[config.mk]
export PLATFORM = sky130hd
export DESIGN_NAME = mem_arbiter
export DESIGN_NICKNAME = d
export VERILOG_FILES = /design/src/rtl/mem_arbiter.sv
export SDC_FILE = /design/constraint.sdc
export NUM_CORES = 1
export LEC_CHECK = 0
export BUFFER_PORTS_ARGS = -buffer_cell sky130_fd_sc_hd__buf_2
export CELL_PAD_IN_SITES_DETAIL_PLACEMENT = 2
export CELL_PAD_IN_SITES_GLOBAL_PLACEMENT = 2
export CORE_UTILIZATION = 20
export DETAILED_ROUTE_END_ITERATION = 10
export PLACE_DENSITY = 0.82
export SYNTH_ARGS = -nofsm -noshare
export SYNTH_HDL_FRONTEND = slang
export SYNTH_SLANG_ARGS = --single-unit
[constraint.sdc]
create_clock -name clk -period 4.5 [get_ports clk]
set_input_delay 1.35 -clock clk [delete_from_list [all_inputs] [get_ports clk]]
set_output_delay 1.35 -clock clk [all_outputs]
set_load 0.1 [all_outputs]
[src/rtl/mem_arbiter.sv]
// Two-port read/write arbiter in front of a single backing memory: port A fetches, port B loads/stores.
// Fixed priority to B on a tie by default; define MEM_ARBITER_ROUND_ROBIN_EN to alternate instead.
module mem_arbiter #(
    parameter int width = 32
) (
    input  logic                 clk,
    input  logic                 rst,

    input  logic                 a_read,
    input  logic [width-1:0]     a_address,
    output logic [width-1:0]     a_rdata,
    output logic                 a_resp,

    input  logic                 b_read,
    input  logic                 b_write,
    input  logic [width-1:0]     b_address,
    input  logic [width-1:0]     b_wdata,
    input  logic [width/8-1:0]   b_wmask,
    output logic [width-1:0]     b_rdata,
    output logic                 b_resp,

    output logic                 mem_read,
    output logic                 mem_write,
    output logic [width-1:0]     mem_address,
    output logic [width-1:0]     mem_wdata,
    output logic [width/8-1:0]   mem_wmask,
    input  logic [width-1:0]     mem_rdata,
    input  logic                 mem_resp
);

    localparam int MASK_W = width / 8;

    typedef enum logic [1:0] {
        IDLE    = 2'd0,
        SERVE_A = 2'd1,
        SERVE_B = 2'd2
    } state_t;

    state_t              state_reg, state_next;
    logic                mem_read_reg, mem_read_next;
    logic                mem_write_reg, mem_write_next;
    logic [width-1:0]    mem_address_reg, mem_address_next;
    logic [width-1:0]    mem_wdata_reg, mem_wdata_next;
    logic [MASK_W-1:0]   mem_wmask_reg, mem_wmask_next;

    logic                a_pending;
    logic                b_pending;
    logic                grant_a;
    logic                grant_b;

`ifdef MEM_ARBITER_ROUND_ROBIN_EN
    // Set when B holds the most recent grant; reset leaves A as last so B wins the first tie.
    logic                last_b_reg, last_b_next;
`endif

    assign a_pending = a_read;
    assign b_pending = b_read | b_write;

    always_comb begin
        grant_a = 1'b0;
        grant_b = 1'b0;
        if (a_pending && b_pending) begin
`ifdef MEM_ARBITER_ROUND_ROBIN_EN
            grant_a = last_b_reg;
            grant_b = ~last_b_reg;
`else
            grant_b = 1'b1;
`endif
        end else begin
            grant_a = a_pending;
            grant_b = b_pending;
        end
    end

    // Command fields are captured once at the grant edge and held until the memory answers.
    always_comb begin
        state_next       = state_reg;
        mem_read_next    = mem_read_reg;
        mem_write_next   = mem_write_reg;
        mem_address_next = mem_address_reg;
        mem_wdata_next   = mem_wdata_reg;
        mem_wmask_next   = mem_wmask_reg;
`ifdef MEM_ARBITER_ROUND_ROBIN_EN
        last_b_next      = last_b_reg;
`endif
        case (state_reg)
            IDLE: begin
                if (grant_a) begin
                    state_next       = SERVE_A;
                    mem_read_next    = 1'b1;
                    mem_write_next   = 1'b0;
                    mem_address_next = a_address;
                    mem_wdata_next   = '0;
                    mem_wmask_next   = '0;
`ifdef MEM_ARBITER_ROUND_ROBIN_EN
                    last_b_next      = 1'b0;
`endif
                end else if (grant_b) begin
                    // A simultaneous read+write request is serviced as a write.
                    state_next       = SERVE_B;
                    mem_read_next    = ~b_write;
                    mem_write_next   = b_write;
                    mem_address_next = b_address;
                    mem_wdata_next   = b_wdata;
                    mem_wmask_next   = b_wmask;
`ifdef MEM_ARBITER_ROUND_ROBIN_EN
                    last_b_next      = 1'b1;
`endif
                end
            end
            SERVE_A, SERVE_B: begin
                if (mem_resp) begin
                    state_next     = IDLE;
                    mem_read_next  = 1'b0;
                    mem_write_next = 1'b0;
                end
            end
            default: begin
                state_next     = IDLE;
                mem_read_next  = 1'b0;
                mem_write_next = 1'b0;
            end
        endcase
    end

    always_ff @(posedge clk) begin
        if (rst) begin
            state_reg       <= IDLE;
            mem_read_reg    <= 1'b0;
            mem_write_reg   <= 1'b0;
            mem_address_reg <= '0;
            mem_wdata_reg   <= '0;
            mem_wmask_reg   <= '0;
`ifdef MEM_ARBITER_ROUND_ROBIN_EN
            last_b_reg      <= 1'b0;
`endif
        end else begin
            state_reg       <= state_next;
            mem_read_reg    <= mem_read_next;
            mem_write_reg   <= mem_write_next;
            mem_address_reg <= mem_address_next;
            mem_wdata_reg   <= mem_wdata_next;
            mem_wmask_reg   <= mem_wmask_next;
`ifdef MEM_ARBITER_ROUND_ROBIN_EN
            last_b_reg      <= last_b_next;
`endif
        end
    end

    // Completion is combinational from mem_resp; a response while IDLE belongs to nobody.
    assign a_resp = (state_reg == SERVE_A) && mem_resp;
    assign b_resp = (state_reg == SERVE_B) && mem_resp;

    generate
        for (genvar gi = 0; gi < width; gi++) begin : g_rdata_gate
            assign a_rdata[gi] = mem_rdata[gi] & a_resp;
            assign b_rdata[gi] = mem_rdata[gi] & b_resp;
        end
    endgenerate

    assign mem_read    = mem_read_reg;
    assign mem_write   = mem_write_reg;
    assign mem_address = mem_address_reg;
    assign mem_wdata   = mem_wdata_reg;
    assign mem_wmask   = mem_wmask_reg;

endmodule

==> results of run 1 <==
-- final timing paths --
path                                       end                        from
hold / removal      mem_wdata[11]$_SDFFE_PP0P_  mem_wdata[11]$_SDFFE_PP0P_
setup reg to reg  mem_address[11]$_SDFFE_PP0P_   state_reg[0]$_SDFFE_PP0P_
hold reg to reg     mem_wdata[11]$_SDFFE_PP0P_  mem_wdata[11]$_SDFFE_PP0P_
setup / recovery                   a_rdata[21]                    mem_resp
-- per-stage QoR --
stage | area [um^2] | hold slack (ns)
final | 4930 | 0.473
after global routing | 4930 | 0.492
after CTS | 4930 | 0.476
after detailed placement | 4620 | 0.457
after global placement | 4620 | 0.451
after floorplan | 3150 | 0.460
-- routing by layer --
metal / wire length, um / share of wire, %
met1: 5730 / 41
met2: 7150 / 51
met3: 937 / 6.6
met4: 287 / 2.0
met5: 0 / 0
-- power groups by stage --
stage          clock network [mW]  registers (mW)  logic [mW]
3_3_place_gp                    0           0.780        1.22
5_1_grt                     0.796           0.782        1.28
2_1_floorplan                   0            1.38       0.406
4_1_cts                     0.780           0.774        1.24
3_5_place_dp                    0           0.785        1.24
6_report                    0.745           0.772        1.23
-- kinds of logic (layout without fill, tap and decap cells) --
logic type | Yosys count | after routing | synth area share (%)
AOI/OAI and AO/OA | 45 | 45 | 12.0
adders and majority gates | 3 | 3 | 1.19
buffers and inverters | 39 | 298 | 7.03
DFF | 72 | 72 | 45.8
and+or+nand+nor | 206 | 206 | 34.0
-- synthesized netlist by cell type --
master	n
nor2b_1	1
nor4_1	30
a221oi_1	1
inv_1	4
nor2_2	1
nand2b_1	3
dfxtp_1	72
a22o_1	36
buf_4	3
nor3_1	1
buf_6	7
nor2_1	97
o21ai_2	1
o21ai_0	1
nor4_2	2
and2_1	2
a21oi_1	2
nor2_8	1
o2bb2ai_1	1
nand4_1	1
clkbuf_1	16
buf_2	9
nand4bb_1	1
nand3_1	1
ha_1	3
o31a_1	1
nand2_1	1
and3_1	64
a31oi_1	2
-- critical path, stage by stage --
cell and delay, ns:
buf_2 0.07, buf_4 0.40, and3_1 0.26, buf_2 0.43
-- area by class of cell --
| cell class | instances | area [um^2] | share of cell area (%) |
|---|---|---|---|
| Tap cell | 211 | 264 | 5.36 |
| Sequential cell | 72 | 1440 | 29.3 |
| Clock inverter | 2 | 37.5 | 0.762 |
| Clock buffer | 13 | 270 | 5.49 |
| Multi-Input combinational cell | 254 | 1490 | 30.2 |
| Inverter | 4 | 15.0 | 0.305 |
| Timing Repair Buffer | 279 | 1410 | 28.6 |
==> results.py, run 1 <==
metrics = {
    "pwr": {
        "switchingPower_mw": 1.35,
        "combPwrFrac_pct": 44.8,
        "p_per_area_nw_per_um2": 558,
        "vdd_ir_drop_max_uv": 222,
        "pwr-share-seq_pct": 28.1,
        "leakagePower_nw": 2.85,
        "p_total_mw": 2.75,
        "power.internal_mw": 1.41,
        "p_sw_share_pct": 48.9,
        "pwr-share-clk_pct": 27.1,
    },
    "timing": {
        "setup_viol": 0,
        "fin_setup_tns_ns": 0,
        "min_period_ns": 3.88,
        "rsz0062_at_grt": "false",
        "finClkSkew_ns": 0.00466,
        "drv_slew": 0,
        "fmax_mhz": 258,
        "slew_headroom_pct": 36.3,
        "fin_ws_ns": 0.620,
        "worst_pin_slew_ns": 0.955,
        "finalHoldViolations": 0,
        "fin_crit_sh_pct": 86.2,
    },
    "worst_setup_path": {
        "critical_path_class": "input port to primary output",
        "r2r_slack_ns": 2.23,
        "required_ns": 3.15,
        "r2r_cells": 6,
        "arrival_ns": 2.53,
        "critPathCaptureType": "primary output",
        "crit_fanout": 68,
        "cp-start-kind": "input port",
    },
    "final_layout": {
        "drive_above_1_share_pct": 47.8,
        "final_cell_mix": "buf_2, nor2_1, dfxtp_1",
        "fill_cells": 1835,
        "fin_cells": 835,
        "fin_nets": 761,
        "fin_util_pct": 32.2,
        "layout_commonest_cell": "buf_2",
        "antennaDiodeCount": 0,
        "syn_to_final_growth_pct": 56.4,
    },
    "detailed_routing": {
        "vias_per_cell": 4.53,
        "drt-wirelength-per-cell_um": 16.9,
        "ant_nets": 0,
        "drtPass1Iterations": 4,
        "vias": 3780,
        "drtIter0Drc": 99,
        "drc": 0,
        "wl_mm": 14.1,
    },
    "floorplan": {
        "die_w_um": 128,
        "start_util_pct": 20.6,
        "die_area_um2": 16300,
        "rows": 45,
        "pin_count": 274,
        "die_h_um": 128,
        "core_um2": 15300,
    },
    "synthesis": {
        "synth_nets": 506,
        "ys_ff_latch": 72,
        "yosysSeqAreaShare_pct": 45.8,
        "netlist.area_leader.share_pct": 45.8,
        "synth_area_leaders": "dfxtp_1, and3_1, nor2_1",
        "ys_warn_count": 0,
        "yosys.area.top_type": "dfxtp_1",
        "syn_area_um2": 3150,
        "yosysUniqueCellTypes": 29,
        "syn_inst": 365,
        "syn_area_per_cell_um2": 8.63,
    },
    "clocking": {
        "clk_latency_ns": 0.34,
        "cts_tree": "yes",
        "cts.repair.resized": 0,
        "cts.path.max_buffers": 2,
        "cts_setup_buffers": 0,
        "clkSinkCount": 72,
        "cts_buffers": 9,
        "ctsHoldBuffers": 0,
        "clk_pin_slew_ns": 0.05,
        "cts_htree_levels": 3,
        "clock-root-buffer": "clkbuf_16",
    },
    "job": {
        "maxCapViolCount": 0,
    },
    "placement": {
        "port_buffers": 273,
        "dpl.hpwl_mm": 11.0,
        "routabilityCongestion": 0.823,
        "dp.cells": 820,
        "dp_slack_ns": 0.648,
    },
    "grt": {
        "grt_max_degree": 69,
        "grt_util_met1_pct": 18.9,
        "top_usage_layer": "met2",
        "grt_usage_pct": 17.0,
        "gr-total-overflow": 0,
        "grtUsageMet3_pct": 4.36,
        "met2_usage_pct": 30.9,
        "antenna_found_initial": 0,
        "grt_first_pass_wirelength_mm": 21.2,
        "grt_pass1_vias": 4018,
    },
    "worst_hold_path": {
        "hold_class": "flip-flop to flip-flop",
        "hold_depth": 1,
    },
    "run_status": {
        "status": "completed",
    },
}
No activity file was read; power rests on OpenSTA's default activity.
==> run 2: changes to the inputs <==
CAP_MARGIN = 25   (was default)
PLACE_DENSITY = 0.94   (was 0.82)
==> results.py, run 2 (synthesized netlist as in run 1, its figures left out) <==
metrics = {
    "run_status": {
        "status": "completed",
    },
    "timing": {
        "slew_headroom_pct": 39.0,
        "setup_viol": 0,
        "finClkSkew_ns": 0.00578,
        "fin_crit_sh_pct": 82.0,
        "rsz0062_at_grt": "false",
        "fmax_mhz": 271,
        "drv_slew": 0,
        "finalHoldViolations": 0,
        "min_period_ns": 3.69,
        "fin_ws_ns": 0.808,
        "fin_setup_tns_ns": 0,
        "worst_pin_slew_ns": 0.915,
    },
    "worst_setup_path": {
        "crit_chain": "buf_2, buf_12, and3_1, buf_2",
        "critPathMaxStageDelay_ns": 0.44,
        "cpMostUsedCell": "buf_2",
        "cp-start-kind": "input port",
        "arrival_ns": 2.34,
        "critPathCaptureType": "primary output",
        "critical_path_class": "input port to primary output",
        "crit_fanout": 68,
        "slowest_stage": "buf_2",
        "required_ns": 3.15,
    },
    "grt": {
        "grt_pass1_vias": 3960,
        "gr-total-overflow": 0,
        "grt_usage_pct": 16.7,
        "grt_first_pass_wirelength_mm": 21.1,
        "grt_max_degree": 69,
        "antenna_found_initial": 0,
    },
    "worst_hold_path": {
        "hold_class": "flip-flop to flip-flop",
    },
    "floorplan": {
        "die_h_um": 128,
        "pin_count": 274,
        "die_w_um": 128,
        "rows": 45,
        "start_util_pct": 20.6,
        "die_area_um2": 16300,
        "core_um2": 15300,
    },
    "placement": {
        "port_buffers": 273,
        "dp_slack_ns": 0.813,
        "placed_area_um2": 4630,
        "routabilityCongestion": 0.731,
        "dpl.hpwl_mm": 10.6,
    },
    "detailed_routing": {
        "ant_nets": 0,
        "vias": 3762,
        "drt-wirelength-per-cell_um": 16.4,
        "drc": 0,
        "drtIter0Drc": 126,
        "wl_mm": 13.7,
        "vias_per_cell": 4.50,
        "drtPass1Iterations": 4,
    },
    "job": {
        "maxCapViolCount": 0,
    },
    "clocking": {
        "cts.path.max_buffers": 2,
        "cts.repair.resized": 0,
        "cts_setup_buffers": 0,
        "cts_buffers": 9,
        "clk_latency_ns": 0.33,
        "cts_tree": "yes",
        "cts_htree_levels": 3,
        "ctsHoldBuffers": 0,
        "clk_pin_slew_ns": 0.06,
        "clkSinkCount": 72,
        "clock-root-buffer": "clkbuf_16",
    },
    "pwr": {
        "switchingPower_mw": 1.36,
        "combPwrFrac_pct": 44.2,
        "pwr-share-seq_pct": 27.6,
        "leakagePower_nw": 2.86,
        "power.internal_mw": 1.43,
        "p_sw_share_pct": 48.9,
        "pwr-share-clk_pct": 28.2,
        "p_total_mw": 2.79,
        "vdd_ir_drop_max_uv": 192,
        "p_per_area_nw_per_um2": 563,
    },
    "final_layout": {
        "fill_cells": 1833,
        "antennaDiodeCount": 0,
        "final_cell_mix": "buf_2, nor2_1, dfxtp_1",
        "fin_area_um2": 4960,
        "fin_nets": 761,
        "fin_util_pct": 32.4,
        "layout_commonest_cell": "buf_2",
        "drive_above_1_share_pct": 48.0,
        "syn_to_final_growth_pct": 57.4,
    },
}
==> run 2: cell types whose count changed in the layout (fill, tap and decap cells not counted), sizes merged <==
cell and delta:
inv +2, bufinv +1, clkbuf -4, clkinv +2
==> run 2: metrics by stage <==
step / instances / hold slack (ns)
after floorplan: 365 / 0.460
after global placement: 820 / 0.452
after detailed placement: 820 / 0.456
after CTS: 836 / 0.472
after global routing: 836 / 0.482
final: 836 / 0.467
==> run 2: path summary, 6_finish.rpt <==
kind	startpoint	to	slack, ns	cells past startpoint
min reg2reg	mem_wdata[7]$_SDFFE_PP0P_	mem_wdata[7]$_SDFFE_PP0P_	0.47	1
max reg2reg	state_reg[0]$_SDFFE_PP0P_	mem_address[21]$_SDFFE_PP0P_	2.29	6
max	mem_resp	a_rdata[16]	0.81	4
min	mem_wdata[7]$_SDFFE_PP0P_	mem_wdata[7]$_SDFFE_PP0P_	0.47	1
==> run 2: routing by layer <==
layer	vias to the layer above	part of all wire (%)	global-route usage, %
li1	1796	-	-
met1	1815	40	18.1
met2	136	52	31.6
met3	15	6.4	4.40
met4	0	1.4	4.83
met5	-	0	0
==> run 2: area by class of cell <==
class	instances	area (um^2)	share of cell area [%]
clock buffers	9	225	4.54
flip-flops and latches	72	1440	29.1
inverters	4	15.0	0.303
well taps	211	264	5.32
repair buffers	279	1420	28.7
clock inverters	7	103	2.07
multi-input cells	254	1490	30.0
==> run 2: worst max-delay path, delay by kind of cell <==
| family | cells | cell delay, ns |
|---|---|---|
| buf+inv | 3 | 0.77 |
| simple gates | 1 | 0.21 |
==> run 2: power by group through the flow <==
stage | combinational [mW] | clock, mW | sequential (mW)
2_1_floorplan | 0.406 | 0 | 1.38
3_3_place_gp | 1.22 | 0 | 0.779
3_5_place_dp | 1.24 | 0 | 0.782
4_1_cts | 1.24 | 0.817 | 0.771
5_1_grt | 1.29 | 0.843 | 0.779
6_report | 1.23 | 0.788 | 0.769
==> run 3: changes to the inputs <==
CORE_UTILIZATION = 19   (was 20)
PLACE_DENSITY = 0.9   (was 0.94)
clock period = 3.8 ns   (was 4.5 ns; I/O delays follow)
==> results.py, run 3 (synthesized netlist as in run 1, its figures left out) <==
metrics = {
    "detailed_routing": {
        "ant_nets": 0,
        "drtIter0Drc": 148,
        "drt-wirelength-per-cell_um": 16.1,
        "drc": 0,
        "drtPass1Iterations": 4,
        "vias": 3724,
        "wl_mm": 13.6,
        "vias_per_cell": 4.40,
    },
    "grt": {
        "gr-total-overflow": 0,
        "top_usage_layer": "met2",
        "met2_usage_pct": 27.8,
        "antenna_found_initial": 1,
        "grt_usage_pct": 15.6,
        "grtUsageMet3_pct": 5.74,
        "grt_first_pass_wirelength_mm": 20.2,
        "grt_util_met1_pct": 17.0,
        "grt_pass1_vias": 3780,
        "grt_max_degree": 69,
    },
    "clocking": {
        "clkSinkCount": 72,
        "clk_pin_slew_ns": 0.06,
        "cts_htree_levels": 3,
        "clk_latency_ns": 0.34,
        "cts_setup_buffers": 0,
        "clock-root-buffer": "clkbuf_16",
        "ctsHoldBuffers": 0,
        "cts.repair.resized": 0,
        "cts_buffers": 9,
        "cts_tree": "yes",
        "cts.path.max_buffers": 2,
    },
    "worst_setup_path": {
        "slowest_stage": "buf_2",
        "critPathMaxStageDelay_ns": 0.44,
        "critPathCaptureType": "primary output",
        "required_ns": 2.66,
        "arrival_ns": 2.13,
        "critical_path_class": "input port to primary output",
        "crit_fanout": 68,
        "crit_chain": "buf_2, buf_12, and3_1, buf_2",
        "cp_top_family": "buffers and inverters",
        "cpMostUsedCell": "buf_2",
        "crit_buf_inv": 3,
        "cp-start-kind": "input port",
    },
    "timing": {
        "worst_pin_slew_ns": 0.523,
        "finClkSkew_ns": 0.00627,
        "fin_crit_sh_pct": 86.1,
        "slew_headroom_pct": 65.1,
        "rsz0062_at_grt": "false",
        "finalHoldViolations": 0,
        "holdWs_ns": 0.469,
        "fin_setup_tns_ns": 0,
        "fmax_mhz": 305,
        "drv_slew": 0,
        "min_period_ns": 3.27,
        "setup_viol": 0,
    },
    "pwr": {
        "pwr-share-clk_pct": 27.8,
        "p_total_mw": 3.29,
        "leakagePower_nw": 2.87,
        "power.internal_mw": 1.69,
        "vdd_ir_drop_max_uv": 258,
        "pwr-share-seq_pct": 27.7,
        "switchingPower_mw": 1.60,
        "p_sw_share_pct": 48.7,
        "p_per_area_nw_per_um2": 659,
        "combPwrFrac_pct": 44.4,
    },
    "floorplan": {
        "die_area_um2": 17100,
        "core_um2": 16100,
        "rows": 46,
        "die_w_um": 131,
        "die_h_um": 131,
        "pin_count": 274,
        "start_util_pct": 19.6,
    },
    "placement": {
        "routabilityCongestion": 0.736,
        "dpl.hpwl_mm": 10.5,
        "port_buffers": 273,
    },
    "final_layout": {
        "multi_input_area_um2": 1490,
        "fill_cells": 1909,
        "fin_nets": 764,
        "register_area_um2": 1440,
        "final_cell_mix": "buf_2, nor2_1, dfxtp_1",
        "layout_commonest_cell": "buf_2",
        "syn_to_final_growth_pct": 58.3,
        "drive_above_1_share_pct": 48.1,
    },
    "worst_hold_path": {
        "hold_class": "flip-flop to flip-flop",
    },
    "job": {
        "maxCapViolCount": 0,
    },
    "run_status": {
        "status": "completed",
    },
}
[run 3: cell types whose count changed in the layout (fill, tap and decap cells not counted), sizes merged]
cell	previous run	this run
clkinvlp	1	2
clkinv	2	1
diode	0	2
clkbuf	9	10
inv	6	5
buf	279	282
[run 3: worst paths after layout]
path / slack (ns) / start / to / cells past startpoint
max: 0.53 / mem_resp / a_rdata[30] / 4
min: 0.47 / mem_wmask[1]$_SDFFE_PP0P_ / mem_wmask[1]$_SDFFE_PP0P_ / 1
max reg2reg: 1.93 / state_reg[1]$_SDFFE_PP0P_ / mem_address[6]$_SDFFE_PP0P_ / 6
min reg2reg: 0.47 / mem_wmask[1]$_SDFFE_PP0P_ / mem_wmask[1]$_SDFFE_PP0P_ / 1
[run 3: cell type report]
type	count	area share, %
diodes	2	0.100
repair buffers	282	29.0
clock buffers	10	4.59
multi-input cells	254	29.8
well taps	216	5.42
clock inverters	6	1.86
flip-flops and latches	72	28.9
inverters	4	0.301
[run 3: metrics by stage]
stage / setup slack (ns) / utilization, % / cells / area, um^2
finish: 0.527 / 31.1 / 846 / 4990
global route: 0.471 / 31.0 / 845 / 4980
CTS: 0.516 / 31.0 / 844 / 4980
detailed placement: 0.521 / 29.0 / 828 / 4660
global placement: 0.571 / 29.0 / 828 / 4660
floorplan: 0.290 / - / 365 / 3150
[run 3: per-layer routing]
layer	part of all wire, %	routed length [um]
met4	1.8	244
met5	0	0
met1	39	5350
met3	7.2	983
met2	52	7050
[run 3: power groups by stage]
stage | logic, mW | registers [mW] | clock network (mW)
floorplan | 0.481 | 1.64 | 0
global placement | 1.45 | 0.923 | 0
detailed placement | 1.48 | 0.926 | 0
CTS | 1.48 | 0.913 | 0.951
global route | 1.53 | 0.925 | 0.982
finish | 1.46 | 0.911 | 0.914
